===== src/rtl/sd_spi_pkg.sv =====
// Shared constants for the SPI-mode SD card responder: command indices,
// R1 bit positions, response lengths and the receive/transmit state encoding.
package sd_spi_pkg;

  localparam logic [5:0] CMD_GO_IDLE         = 6'd0;
  localparam logic [5:0] CMD_SEND_IF_COND    = 6'd8;
  localparam logic [5:0] CMD_SD_SEND_OP_COND = 6'd41;
  localparam logic [5:0] CMD_APP_CMD         = 6'd55;
  localparam logic [5:0] CMD_READ_OCR        = 6'd58;

  // R1 bit positions as seen by the host (bit 7 is always the 0 start bit)
  localparam int R1_IN_IDLE = 0;
  localparam int R1_ILLEGAL = 2;
  localparam int R1_CRC_ERR = 3;

  localparam logic [5:0] RESP_LEN_R1   = 6'd8;
  localparam logic [5:0] RESP_LEN_LONG = 6'd40;

  typedef enum logic [2:0] {
    RX_IDLE  = 3'd0,
    RX_SHIFT = 3'd1,
    DECODE   = 3'd2,
    NCR_WAIT = 3'd3,
    TX_SHIFT = 3'd4
  } sd_state_t;

  function automatic logic [7:0] r1_byte(input logic crc_err, input logic illegal,
                                         input logic in_idle);
    logic [7:0] r;
    r             = 8'h00;
    r[R1_CRC_ERR] = crc_err;
    r[R1_ILLEGAL] = illegal;
    r[R1_IN_IDLE] = in_idle;
    return r;
  endfunction

endpackage


===== src/rtl/sd_crc7.sv =====
// Serial CRC7 (x^7 + x^3 + 1), zero initial value, one message bit per enable.
module sd_crc7 (
  input  logic       i_clk,
  input  logic       i_rst,
  input  logic       i_clr,
  input  logic       i_en,
  input  logic       i_bit,
  output logic [6:0] o_crc
);

  logic [6:0] r_crc;
  logic       w_fb;

  assign w_fb  = i_bit ^ r_crc[6];
  assign o_crc = r_crc;

  // Shift register with feedback taps at x^3 and x^0.
  always_ff @(posedge i_clk) begin
    if (i_rst || i_clr) begin
      r_crc <= 7'h00;
    end else if (i_en) begin
      r_crc <= {r_crc[5:3], r_crc[2] ^ w_fb, r_crc[1:0], w_fb};
    end
  end

endmodule


===== src/rtl/sd_spi_card_responder.sv =====
// Card-side SPI-mode SD responder: oversampled SPI front end, 48-bit command
// deframer with CRC7 check, and R1/R7/R3 response generator.
//
// state    | meaning
// ---------+--------------------------------------------------------------
// RX_IDLE  | waiting for a 0 start bit with CS_n low
// RX_SHIFT | shifting the remaining 47 command bits on SCK rises
// DECODE   | one cycle: check frame, update card state, load response
// NCR_WAIT | MISO held high for NCR_BYTES*8 SCK falls
// TX_SHIFT | response shifted out MSB first, one bit per SCK fall
module sd_spi_card_responder
  import sd_spi_pkg::*;
#(
  parameter int          NCR_BYTES       = 1,
  parameter int          ACMD41_BUSY_CNT = 2,
  parameter logic [23:0] OCR_VDD         = 24'hFF8000,
  parameter int          SYNC_STAGES     = 2
) (
  input  logic        resp_clk_i,
  input  logic        resp_rst_i,
  input  logic        spi_sck_i,
  input  logic        spi_cs_n_i,
  input  logic        spi_mosi_i,
  output logic        spi_miso_o,
  output logic        cmd_valid_o,
  output logic [5:0]  cmd_index_o,
  output logic [31:0] cmd_arg_o,
  output logic        crc_err_o,
  output logic        card_ready_o
);

  localparam logic [6:0] NCR_FALLS = 7'(NCR_BYTES * 8);
  localparam logic [3:0] BUSY_MAX  = 4'(ACMD41_BUSY_CNT);

  logic [SYNC_STAGES-1:0] r_sck_sync, r_cs_sync, r_mosi_sync;
  logic        r_sck_prev;
  sd_state_t   r_state, w_next;
  logic [46:0] r_rx_sr;
  logic [5:0]  r_bit_cnt, r_tx_cnt;
  logic [6:0]  r_ncr_cnt;
  logic [39:0] r_tx_sr;
  logic        r_miso, r_cmd_valid, r_crc_err, r_in_idle, r_card_ready, r_app_flag;
  logic [5:0]  r_cmd_index;
  logic [31:0] r_cmd_arg;
  logic [3:0]  r_busy_cnt;

  logic        w_sck, w_cs_n, w_mosi, w_rise, w_fall, w_start;
  logic        w_crc_clr, w_crc_en, w_frame_err, w_illegal;
  logic [6:0]  w_crc;
  logic [5:0]  w_idx;
  logic [31:0] w_arg;
  logic        w_in_idle_nxt, w_ready_nxt, w_app_nxt;
  logic [3:0]  w_busy_nxt;
  logic [7:0]  w_r1;
  logic [39:0] w_resp;
  logic [5:0]  w_resp_len;

  assign w_sck   = r_sck_sync[SYNC_STAGES-1];
  assign w_cs_n  = r_cs_sync[SYNC_STAGES-1];
  assign w_mosi  = r_mosi_sync[SYNC_STAGES-1];
  assign w_rise  = !r_sck_prev && w_sck;
  assign w_fall  = r_sck_prev && !w_sck;
  assign w_start = (r_state == RX_IDLE) && !w_cs_n && w_rise && !w_mosi;
  assign w_idx   = r_rx_sr[45:40];
  assign w_arg   = r_rx_sr[39:8];

  // CRC covers frame bits 47..8: the start bit plus the first 39 shifted bits.
  assign w_crc_clr = (r_state == RX_IDLE) && !w_start;
  assign w_crc_en  = w_start || (!w_cs_n && w_rise && (r_state == RX_SHIFT) && (r_bit_cnt < 6'd40));

  sd_crc7 u_crc7 (
    .i_clk (resp_clk_i),
    .i_rst (resp_rst_i),
    .i_clr (w_crc_clr),
    .i_en  (w_crc_en),
    .i_bit (w_mosi),
    .o_crc (w_crc)
  );

  // Input synchronizers and SCK edge history.
  always_ff @(posedge resp_clk_i) begin
    if (resp_rst_i) begin
      r_sck_sync  <= '0;
      r_cs_sync   <= '1;
      r_mosi_sync <= '1;
      r_sck_prev  <= 1'b0;
    end else begin
      r_sck_sync  <= {r_sck_sync[SYNC_STAGES-2:0], spi_sck_i};
      r_cs_sync   <= {r_cs_sync[SYNC_STAGES-2:0], spi_cs_n_i};
      r_mosi_sync <= {r_mosi_sync[SYNC_STAGES-2:0], spi_mosi_i};
      r_sck_prev  <= w_sck;
    end
  end

  // Frame check and response build; only consumed while in DECODE.
  always_comb begin
    w_frame_err   = !r_rx_sr[46] || !r_rx_sr[0] ||
                    (((w_idx == CMD_GO_IDLE) || (w_idx == CMD_SEND_IF_COND)) && (w_crc != r_rx_sr[7:1]));
    w_in_idle_nxt = r_in_idle;
    w_ready_nxt   = r_card_ready;
    w_busy_nxt    = r_busy_cnt;
    w_app_nxt     = 1'b0;
    w_illegal     = 1'b0;
    w_resp_len    = RESP_LEN_R1;
    if (!w_frame_err) begin
      case (w_idx)
        CMD_GO_IDLE: begin
          w_in_idle_nxt = 1'b1;
          w_ready_nxt   = 1'b0;
          w_busy_nxt    = 4'd0;
        end
        CMD_SEND_IF_COND: w_resp_len = RESP_LEN_LONG;
        CMD_APP_CMD:      w_app_nxt  = 1'b1;
        CMD_SD_SEND_OP_COND: begin
          if (!r_app_flag) begin
            w_illegal = 1'b1;
          end else if (r_busy_cnt < BUSY_MAX) begin
            w_busy_nxt    = r_busy_cnt + 4'd1;
            w_in_idle_nxt = 1'b1;
          end else begin
            w_in_idle_nxt = 1'b0;
            w_ready_nxt   = 1'b1;
          end
        end
        CMD_READ_OCR: w_resp_len = RESP_LEN_LONG;
        default:      w_illegal  = 1'b1;
      endcase
    end
    w_r1   = r1_byte(w_frame_err, w_illegal, w_in_idle_nxt);
    w_resp = {w_r1, 32'h0};
    if (!w_frame_err && (w_idx == CMD_SEND_IF_COND)) w_resp = {w_r1, 20'h0, w_arg[11:0]};
    if (!w_frame_err && (w_idx == CMD_READ_OCR)) w_resp = {w_r1, w_ready_nxt, w_ready_nxt, 6'b0, OCR_VDD};
  end

  // State register.
  always_ff @(posedge resp_clk_i) begin
    if (resp_rst_i) r_state <= RX_IDLE;
    else            r_state <= w_next;
  end

  // Next-state logic; a deasserted chip select overrides everything.
  always_comb begin
    w_next = r_state;
    if (w_cs_n) begin
      w_next = RX_IDLE;
    end else begin
      case (r_state)
        RX_IDLE:  if (w_rise && !w_mosi) w_next = RX_SHIFT;
        RX_SHIFT: if (w_rise && (r_bit_cnt == 6'd47)) w_next = DECODE;
        DECODE:   w_next = NCR_WAIT;
        NCR_WAIT: if (w_fall && (r_ncr_cnt == 7'd0)) w_next = TX_SHIFT;
        TX_SHIFT: if (w_fall && (r_tx_cnt == 6'd0)) w_next = RX_IDLE;
        default:  w_next = RX_IDLE;
      endcase
    end
  end

  // Shift registers, timers, decode outputs and card state.
  always_ff @(posedge resp_clk_i) begin
    if (resp_rst_i) begin
      r_rx_sr      <= '0;
      r_bit_cnt    <= '0;
      r_tx_sr      <= '0;
      r_tx_cnt     <= '0;
      r_ncr_cnt    <= '0;
      r_miso       <= 1'b1;
      r_cmd_valid  <= 1'b0;
      r_crc_err    <= 1'b0;
      r_cmd_index  <= '0;
      r_cmd_arg    <= '0;
      r_in_idle    <= 1'b1;
      r_card_ready <= 1'b0;
      r_app_flag   <= 1'b0;
      r_busy_cnt   <= '0;
    end else begin
      r_cmd_valid <= 1'b0;
      r_crc_err   <= 1'b0;
      if (w_cs_n) begin
        r_miso <= 1'b1;
      end else begin
        case (r_state)
          RX_IDLE: begin
            r_miso <= 1'b1;
            if (w_start) begin
              r_rx_sr   <= {r_rx_sr[45:0], w_mosi};
              r_bit_cnt <= 6'd1;
            end
          end
          RX_SHIFT: begin
            r_miso <= 1'b1;
            if (w_rise) begin
              r_rx_sr   <= {r_rx_sr[45:0], w_mosi};
              r_bit_cnt <= r_bit_cnt + 6'd1;
            end
          end
          DECODE: begin
            r_miso       <= 1'b1;
            r_cmd_valid  <= 1'b1;
            r_crc_err    <= w_frame_err;
            r_cmd_index  <= w_idx;
            r_cmd_arg    <= w_arg;
            r_in_idle    <= w_in_idle_nxt;
            r_card_ready <= w_ready_nxt;
            r_busy_cnt   <= w_busy_nxt;
            r_app_flag   <= w_app_nxt;
            r_tx_sr      <= w_resp;
            r_tx_cnt     <= w_resp_len;
            r_ncr_cnt    <= NCR_FALLS;
          end
          NCR_WAIT, TX_SHIFT: begin
            if (w_fall) begin
              if (r_state == NCR_WAIT && r_ncr_cnt != 7'd0) begin
                r_ncr_cnt <= r_ncr_cnt - 7'd1;
              end else if (r_state == TX_SHIFT && r_tx_cnt == 6'd0) begin
                r_miso <= 1'b1;
              end else begin
                r_miso   <= r_tx_sr[39];
                r_tx_sr  <= {r_tx_sr[38:0], 1'b0};
                r_tx_cnt <= r_tx_cnt - 6'd1;
              end
            end
          end
          default: r_miso <= 1'b1;
        endcase
      end
    end
  end

  assign spi_miso_o   = r_miso;
  assign cmd_valid_o  = r_cmd_valid;
  assign cmd_index_o  = r_cmd_index;
  assign cmd_arg_o    = r_cmd_arg;
  assign crc_err_o    = r_crc_err;
  assign card_ready_o = r_card_ready;

endmodule


===== config.mk =====
export PLATFORM = sky130hd
export DESIGN_NAME = sd_spi_card_responder
export DESIGN_NICKNAME = d
export VERILOG_FILES = /design/src/rtl/sd_spi_pkg.sv /design/src/rtl/sd_crc7.sv /design/src/rtl/sd_spi_card_responder.sv
export SDC_FILE = /design/constraint.sdc
export NUM_CORES = 1
export LEC_CHECK = 0
export CORE_MARGIN = 1.5
export CORE_UTILIZATION = 45
export DETAILED_ROUTE_END_ITERATION = 8
export DONT_BUFFER_PORTS = 1
export PLACE_DENSITY = 0.61
export SETUP_SLACK_MARGIN = 0.15
export SKIP_CTS_REPAIR_TIMING = 1
export SLEW_MARGIN = 20
export SYNTH_ARGS = -nofsm -noshare
export SYNTH_HDL_FRONTEND = slang
export SYNTH_SLANG_ARGS = --single-unit

===== constraint.sdc =====
create_clock -name resp_clk_i -period 3.1 [get_ports resp_clk_i]
set_input_delay 0.465 -clock resp_clk_i [delete_from_list [all_inputs] [get_ports resp_clk_i]]
set_output_delay 0.465 -clock resp_clk_i [all_outputs]
set_load 0.03 [all_outputs]

# Word-level counts from Yosys, hierarchy flattened
# Index checks and enable logic that the tools add are counted.
# Widths: inputs -> output; s select.
dict set report totals {
  regBits 171
  latchBits 0
  mem_bits_rw 0
  rom_bits 0
  output_inout_bits 42
  elab_cells 151
  mem_count 0
}
dict set report classes {
  n_addsub 4
  multipliers 0
  div 0
  n_lt_le_gt_ge 2
  eq_ne 22
  shifts 0
  n_mux 44
  bitwise_logic 7
  reduce_logical 52
}
# cell n
set ops {}
lappend ops {{$mux 40} 3}
lappend ops {{$mux 47} 2}
lappend ops {{$pmux 47 s2} 1}
lappend ops {{$pmux 40 s2} 1}
lappend ops {{$mux 6} 7}
lappend ops {{$mux 32} 1}
lappend ops {{$eq 6x6->1 const B} 4}
lappend ops {{$pmux 6 s2} 2}
lappend ops {{$ne 2x2->1 const B} 10}
lappend ops {{$logic_and 1x1->1} 18}
lappend ops {{$pmux 3 s5} 1}
lappend ops {{$mux 7} 2}
lappend ops {{$pmux 7 s2} 1}
lappend ops {{$logic_not 6->1} 2}
lappend ops {{$mux 1} 12}
lappend ops {{$mux 12} 1}
lappend ops {{$mux 3} 4}
lappend ops {{$reduce_and 4->1} 3}
lappend ops {{$logic_not 1->1} 8}
lappend ops {{$mux 4} 2}
lappend ops {{$pmux 4 s2} 1}
lappend ops {{$logic_not 7->1} 1}
lappend ops {{$ne 7x7->1} 1}
lappend ops {{$reduce_bool 7->1} 1}
lappend ops {{other kinds (23)} 42}

# Logic depth before layout (Yosys ltp)
# Gate-level depths: netlist of run 1.
dict set report logic_depth {
  word_depth 9
  ltp_mapped 10
  depth_no_buf 7
}

# Modules after synthesis
# Synthesis of run 1 repeated with hierarchy kept, for this count alone.
dict set report unflattened {
  cells_unflattened 815
  area_unflattened_um2 6722.7
}
# mod n_inst cells_each area_per_inst_um2 seq_area_each_um2
set by_module_without_submodules {}
lappend by_module_without_submodules {sd_spi_card_responder 1 787 6446.2 3283.1}
lappend by_module_without_submodules {sd_crc7 1 28 276.5 140.1}

# Worst setup path after synthesis of run 1
# No wires, ideal clock.
dict set report synth_timing {
  path_kind {register to register}
  from {register r_ncr_cnt[0]}
  to {register r_tx_sr[10]}
  setup_ns 0.123
  arrival_time_ns 2.025
  required_time_ns 2.977
  slack_ns 0.953
  stages_incl_launch_ff 11
  synth_period_minus_slack_ns 2.147
  path_cell_list {dfxtp_1 -> inv_1 -> ha_1 -> nor4b_1 -> a31oi_1 -> a211o_1 -> buf_2 -> buf_2 -> buf_2 -> a221oi_1 -> nor2_1}
}
dict set report synth_between {
  elab_chain_len 4
}
# element line
set synth_lines {}
lappend synth_lines {{from (decl)} sd_spi_card_responder.sv:40} ;# logic [6:0] r_ncr_cnt;
lappend synth_lines {{from (signal assigned)} sd_spi_card_responder.sv:213} ;# r_ncr_cnt <= r_ncr_cnt - 7'd1;
lappend synth_lines {{$reduce_bool 7->1} sd_spi_card_responder.sv:212} ;# if (r_state == NCR_WAIT && r_ncr_cnt != 7'd0) begin
lappend synth_lines {{$logic_and 1x1->1} sd_spi_card_responder.sv:212}
lappend synth_lines {{$ne 2x2->1 (no source line)} -}
lappend synth_lines {{$reduce_and 5->1 (no source line)} -}
lappend synth_lines {{to (signal assigned)} sd_spi_card_responder.sv:206} ;# r_tx_sr <= w_resp;
lappend synth_lines {{to (signal assigned)} sd_spi_card_responder.sv:218} ;# r_tx_sr <= {r_tx_sr[38:0], 1'b0};
lappend synth_lines {{to (decl)} sd_spi_card_responder.sv:41} ;# logic [39:0] r_tx_sr;
# Every way passes these cells.
# A chain may end at the register's enable or synchronous reset.

==> out/metrics.yaml, run 1 <==
drt:
  viasPerCell: 5.665
  wl_per_cell_um: 15.07
  ant_nets: 0
  drcViolationCount: 0
  dr_total_vias: 5676
  drtPass1Iterations: 5
  wl_um: 15100
  dr.first_iter.drc_count: 557
power:
  power_density_mw_per_mm2: 568.6
  p_int_uw: 3407
  ir_worst_vdd_v: 0.0004299
  combPwrFrac: 0.006
  pwr-share-clk: 0.486
  p_sw_frac: 0.2144
  seqPwrFrac: 0.508
  power.leakage_uw: 0.002488
  p_sw_uw: 929.9
final_layout:
  seqCellArea_sq_mm: 0.003423
  drive_gt1_frac: 0.07740
  multi_input_area_sq_mm: 0.003193
  final_util: 0.5055
  fill_cells: 1447
  layout.nets: 812
  syn2layout_area_growth_pct: 10.20
  diodes: 0
floorplanning:
  core.rowCount: 45
  start_util: 0.4587
  fp.dieH_um: 127.0
  die-width_um: 127.0
  coreArea_sq_mm: 0.01509
  top_level_ports: 47
  die_area_sq_mm: 0.01613
sta:
  period_share: 0.8043
  timing.fmax_mhz: 401.1
  timing.final.max_slew_violations: 0
  fin_setup_tns_ns: 0
  relSlewSlack: 0.4397
  period_needed_ns: 2.493
  holdWs_ns: 0.1278
  hold_viol: 0
  setup_viol: 0
  rsz0062_at_grt: "no"
  worstMarginPinSlew_ns: 0.8334
  skew_ns: 0.009799
worst_setup_path:
  cp_max_fo: 20
  critPathCaptureType: "flop"
  critPathKind: "flop to flop"
  worst_setup_path_start_kind: "flop"
  required_ns: 3.46
  cp.arrival_ns: 2.85
placement:
  io_buffer_count: 0
  place_congestion: 0.7891
  hpwl_um: 9430
synthesis:
  synth_top_area_cell: "dfxtp_1"
  synth_ff_type: "dfxtp_1"
  yosys_warnings: 0
  seq_area_frac_synth: 0.4946
  ys_top_cells_by_count: "dfxtp_1, nand2_1, a21oi_1, o21ai_0, clkbuf_1"
  syn_inst: 836
  synth_cell_types: 57
  syn-num-nets: 847
  syn_avg_cell_area_sq_um: 8.279
  async_flop_share: 0
  ys_top_cells_by_area: "dfxtp_1, a21oi_1, nand2_1"
  synth.cell_area_sq_mm: 0.006922
  synth_edf_count: 0
  yosysTopAreaCellShare: 0.4946
  ys_seq_elements: 171
  yosysMostFrequentCell: "dfxtp_1"
cts:
  clk_pin_slew_ns: 0.07
  clockRootBuffer: "clkbuf_16"
  cts_tree: "done"
  clk_path_buf_depth: 2
  cts-buffers-inserted: 17
  clk_latency_ns: 0.43
  htreeDepth: 4
  cts_sinks: 171
global_route:
  first_global_vias: 5388
  grt_max_degree: 115
  grt_pass1_wl_um: 25830
  grt_antenna_before_repair: 0
  grt_util_all_layers: 0.1955
  grt_overflow: 0
hold_path:
  hold_class: "primary input to flop"
job:
  drv_cap: 0
status:
  outcome: "finished clean"
-- path summary, 6_finish.rpt --
| check | start | end | slack (ns) | cells after the start |
|---|---|---|---|---|
| setup / recovery | r_ncr_cnt[0]$_SDFFE_PP0P_ | r_busy_cnt[1]$_SDFFE_PP0P_ | 0.61 | 7 |
| hold / removal | resp_rst_i | r_tx_sr[35]$_SDFFE_PP0P_ | 0.13 | 1 |
| hold reg to reg | r_cs_sync[0]$_SDFF_PP1_ | r_cs_sync[1]$_SDFF_PP1_ | 0.41 | 1 |
| setup reg to reg | r_ncr_cnt[0]$_SDFFE_PP0P_ | r_busy_cnt[1]$_SDFFE_PP0P_ | 0.61 | 7 |
-- layout by cell type (no fill, tap or decap), types with 12 or more instances in the layout --
cell,n
nor3_1,14
nand3_1,44
nand2_1,145
nor2_1,45
o21ai_0,66
dfxtp_1,171
xnor2_1,17
clkbuf_16,17
a221oi_1,12
a21oi_1,122
-- state kept, by name, indices dropped and copies added, names as in the netlist, 2 cells and up --
name,cells
r_rx_sr,47
r_tx_sr,40
cmd_arg_o,32
r_ncr_cnt,7
u_crc7.o_crc,7
cmd_index_o,6
r_bit_cnt,6
r_tx_cnt,6
r_busy_cnt,4
r_state,3
r_cs_sync,2
r_mosi_sync,2
r_sck_sync,2
-- area by class of cell --
type / count / area share
Inverter: 11 / 0.005413
Timing Repair Buffer: 14 / 0.01870
Clock inverter: 15 / 0.02182
Multi-Input combinational cell: 586 / 0.4186
Clock buffer: 17 / 0.05577
Sequential cell: 171 / 0.4488
Tap cell: 188 / 0.03084
-- layer usage --
layer	up-vias	wire [um]	part of all wire	GRT usage
met5	-	0	0	0
met4	0	155	0.010	0.06283
met3	12	577	0.038	0.04690
met2	107	7308	0.48	0.3318
li1	2828	-	-	-
met1	2729	7056	0.47	0.2459
-- cells by family after synthesis --
group,share of synthesized area
DFF,0.4946
and+or+nand+nor,0.2077
xor gates and xnor gates,0.02657
AOI/OAI and AO/OA,0.2001
buffers and inverters,0.04700
adders and majority gates,0.01085
muxes,0.01320
-- power groups by stage --
stage | Sequential (uW) | Clock, uW | Combinational (uW)
5_1_grt | 2200 | 2250 | 27.4
3_3_place_gp | 2250 | 0 | 24.5
3_5_place_dp | 2250 | 0 | 24.6
2_1_floorplan | 2250 | 0 | 37.1
4_1_cts | 2200 | 2150 | 24.9
6_report | 2200 | 2110 | 24.7
-- per-stage QoR --
stage                     area [sq um]  cells  power, uW  worst slack [ns]
after floorplan                   6922    836       2289            0.9525
after global placement            7036    970       2278            0.6701
after detailed placement          7036    970       2278            0.6094
after CTS                         7627   1002       4377            0.5686
after global routing              7627   1002       4483            0.3400
final                             7627   1002       4337            0.6067
-- worst max-delay path, cell delays in order, from the launching register on --
cell and delay, ns:
dfxtp_1 0.33, inv_1 0.09, ha_1 0.16, nor4b_1 0.33, a31oi_1 0.27, a211o_2 0.54, or4_1 0.57, a21oi_1 0.15
No activity file was read; power rests on OpenSTA's default activity.
==> inputs of run 2 (changes only) <==
==> constraint.sdc (replaced) <==
create_clock -name resp_clk_i -period 2.45 [get_ports resp_clk_i]
set_input_delay 0.3675 -clock resp_clk_i [delete_from_list [all_inputs] [get_ports resp_clk_i]]
set_output_delay 0.3675 -clock resp_clk_i [all_outputs]
set_load 0.03 [all_outputs]
==> out/metrics.yaml, run 2 (same netlist as run 1, synthesis figures left out) <==
status:
  outcome: "finished clean"
cts:
  clk_pin_slew_ns: 0.07
  clk_latency_ns: 0.43
  htreeDepth: 4
  clk_path_buf_depth: 2
  cts_sinks: 171
  cts_tree: "done"
  clockRootBuffer: "clkbuf_16"
  cts-buffers-inserted: 17
drt:
  drtPass1Iterations: 5
  dr.first_iter.drc_count: 408
  viasPerCell: 5.620
  wl_um: 15480
  dr_total_vias: 5704
  drcViolationCount: 0
  ant_nets: 0
  wl_per_cell_um: 15.25
job:
  drv_cap: 0
sta:
  skew_ns: 0.01112
  timing.final.max_slew_violations: 0
  period_needed_ns: 2.243
  setup_viol: 0
  worstMarginPinSlew_ns: 0.6230
  holdWs_ns: 0.02250
  period_share: 0.9156
  relSlewSlack: 0.5809
  rsz0062_at_grt: "no"
  timing.fmax_mhz: 445.8
  fin_setup_tns_ns: 0
  hold_viol: 0
placement:
  hpwl_um: 9580
  place_congestion: 0.8241
  io_buffer_count: 0
floorplanning:
  coreArea_sq_mm: 0.01509
  die-width_um: 127.0
  core.rowCount: 45
  top_level_ports: 47
  start_util: 0.4587
  die_area_sq_mm: 0.01613
  fp.dieH_um: 127.0
worst_setup_path:
  cp_cell_sequence: "inv_1, ha_1, a211o_1, a211o_4, or4_1, a21oi_1"
  cp_max_fo: 8
  cp_num_buf_inv: 1
  ff2ff_path_depth: 6
  critPathKind: "flop to flop"
  reg2reg_setup_slack_ns: 0.21
  crit_family: "compound AO/OA/AOI/OAI gates"
  slowest_stage: "or4_1"
  cp.arrival_ns: 2.59
  critPathCaptureType: "flop"
  required_ns: 2.80
  r2r_end: "r_busy_cnt[1]$_SDFFE_PP0P_"
  r2r_start: "r_tx_cnt[0]$_SDFFE_PP0P_"
  worst_setup_path_start_kind: "flop"
  cpPeakStageDelay_ns: 0.54
hold_path:
  hold_depth: 1
  hold_end: "cmd_valid_o$_SDFF_PP0_"
  worstHoldStart: "resp_rst_i"
  hold_class: "primary input to flop"
final_layout:
  diodes: 0
  final_common_cell: "dfxtp_1"
  largest_register: "r_rx_sr"
  drive_gt1_frac: 0.09432
  syn2layout_area_growth_pct: 12.24
  final_cell_mix: "dfxtp_1, nand2_1, a21oi_1, o21ai_0, nor2_1"
  largest_reg_flops: 47
  layout.nets: 825
  final_util: 0.5148
power:
  p_total_uw: 5373
  power_density_mw_per_mm2: 691.6
  power.leakage_uw: 0.002570
  ir_worst_vdd_v: 0.0004680
global_route:
  grt_max_degree: 115
  grt_util_all_layers: 0.1895
  grt_antenna_before_repair: 0
  first_global_vias: 5140
  grt_pass1_wl_um: 24870
  grt_overflow: 0
-- run 2: changes by cell type in the layout (fill, tap and decap cells not counted), moves of 2 or more --
cell and delta:
buf_4 +8, buf_12 +3, inv_6 +2, clkinv_4 -4
bufinv_16 -2, inv_8 +2
-- run 2: layout make-up --
| class | count | area (sq um) |
|---|---|---|
| multi-input cells | 586 | 3212 |
| clock inverters | 15 | 132.6 |
| inverters | 11 | 41.29 |
| fillers | 1393 | 7321 |
| well taps | 188 | 235.2 |
| clock buffers | 17 | 425.4 |
| flip-flops and latches | 171 | 3425 |
| repair buffers | 27 | 297.8 |
-- run 2: worst register-to-register path: stages (launching register included) --
cell,delay (ns)
dfxtp_1,0.36
inv_1,0.08
ha_1,0.26
a211o_1,0.34
a211o_4,0.41
or4_1,0.54
a21oi_1,0.19
-- run 2: how the worst max path moves through the flow --
stage | start | cells past startpoint | slack, ns | endpoint
after CTS | r_ncr_cnt[0]$_SDFFE_PP0P_ | 7 | 0.12 | r_busy_cnt[1]$_SDFFE_PP0P_
after global routing | r_state[0]$_SDFFE_PP0P_ | 6 | 0.15 | r_busy_cnt[1]$_SDFFE_PP0P_
after floorplan | r_ncr_cnt[0]$_SDFFE_PP0P_ | 10 | 0.30 | r_tx_sr[10]$_SDFFE_PP0P_
after global placement | r_ncr_cnt[0]$_SDFFE_PP0P_ | 8 | 0.21 | r_tx_cnt[3]$_SDFFE_PP0P_
after detailed placement | r_ncr_cnt[0]$_SDFFE_PP0P_ | 7 | 0.15 | r_busy_cnt[1]$_SDFFE_PP0P_
final | r_tx_cnt[0]$_SDFFE_PP0P_ | 6 | 0.21 | r_busy_cnt[1]$_SDFFE_PP0P_
-- run 2: through the flow --
step | instances | setup WS, ns | cell area [sq um]
global route | 1015 | 0.1507 | 7769
detailed placement | 978 | 0.1466 | 7133
global placement | 978 | 0.2105 | 7133
finish | 1015 | 0.2067 | 7769
floorplan | 836 | 0.3025 | 6922
CTS | 1010 | 0.1241 | 7691
-- run 2: routing by layer --
| layer | track usage | up-vias | wire length [um] | share of wire |
|---|---|---|---|---|
| li1 | - | 2856 | - | - |
| met1 | 0.2483 | 2743 | 7366 | 0.48 |
| met2 | 0.3104 | 87 | 7491 | 0.48 |
| met3 | 0.04858 | 18 | 469 | 0.030 |
| met4 | 0.05481 | 0 | 156 | 0.010 |
| met5 | 0 | - | 0 | 0 |
-- run 2: where the power goes --
group,leakage [uW],switching [uW],internal (uW),total (uW)
sequential,0.00138,3.94,2780,2790
clock,0.000268,1220,1330,2550
combinational,0.000924,22.6,13.4,36.1
total,0.00257,1240,4130,5370
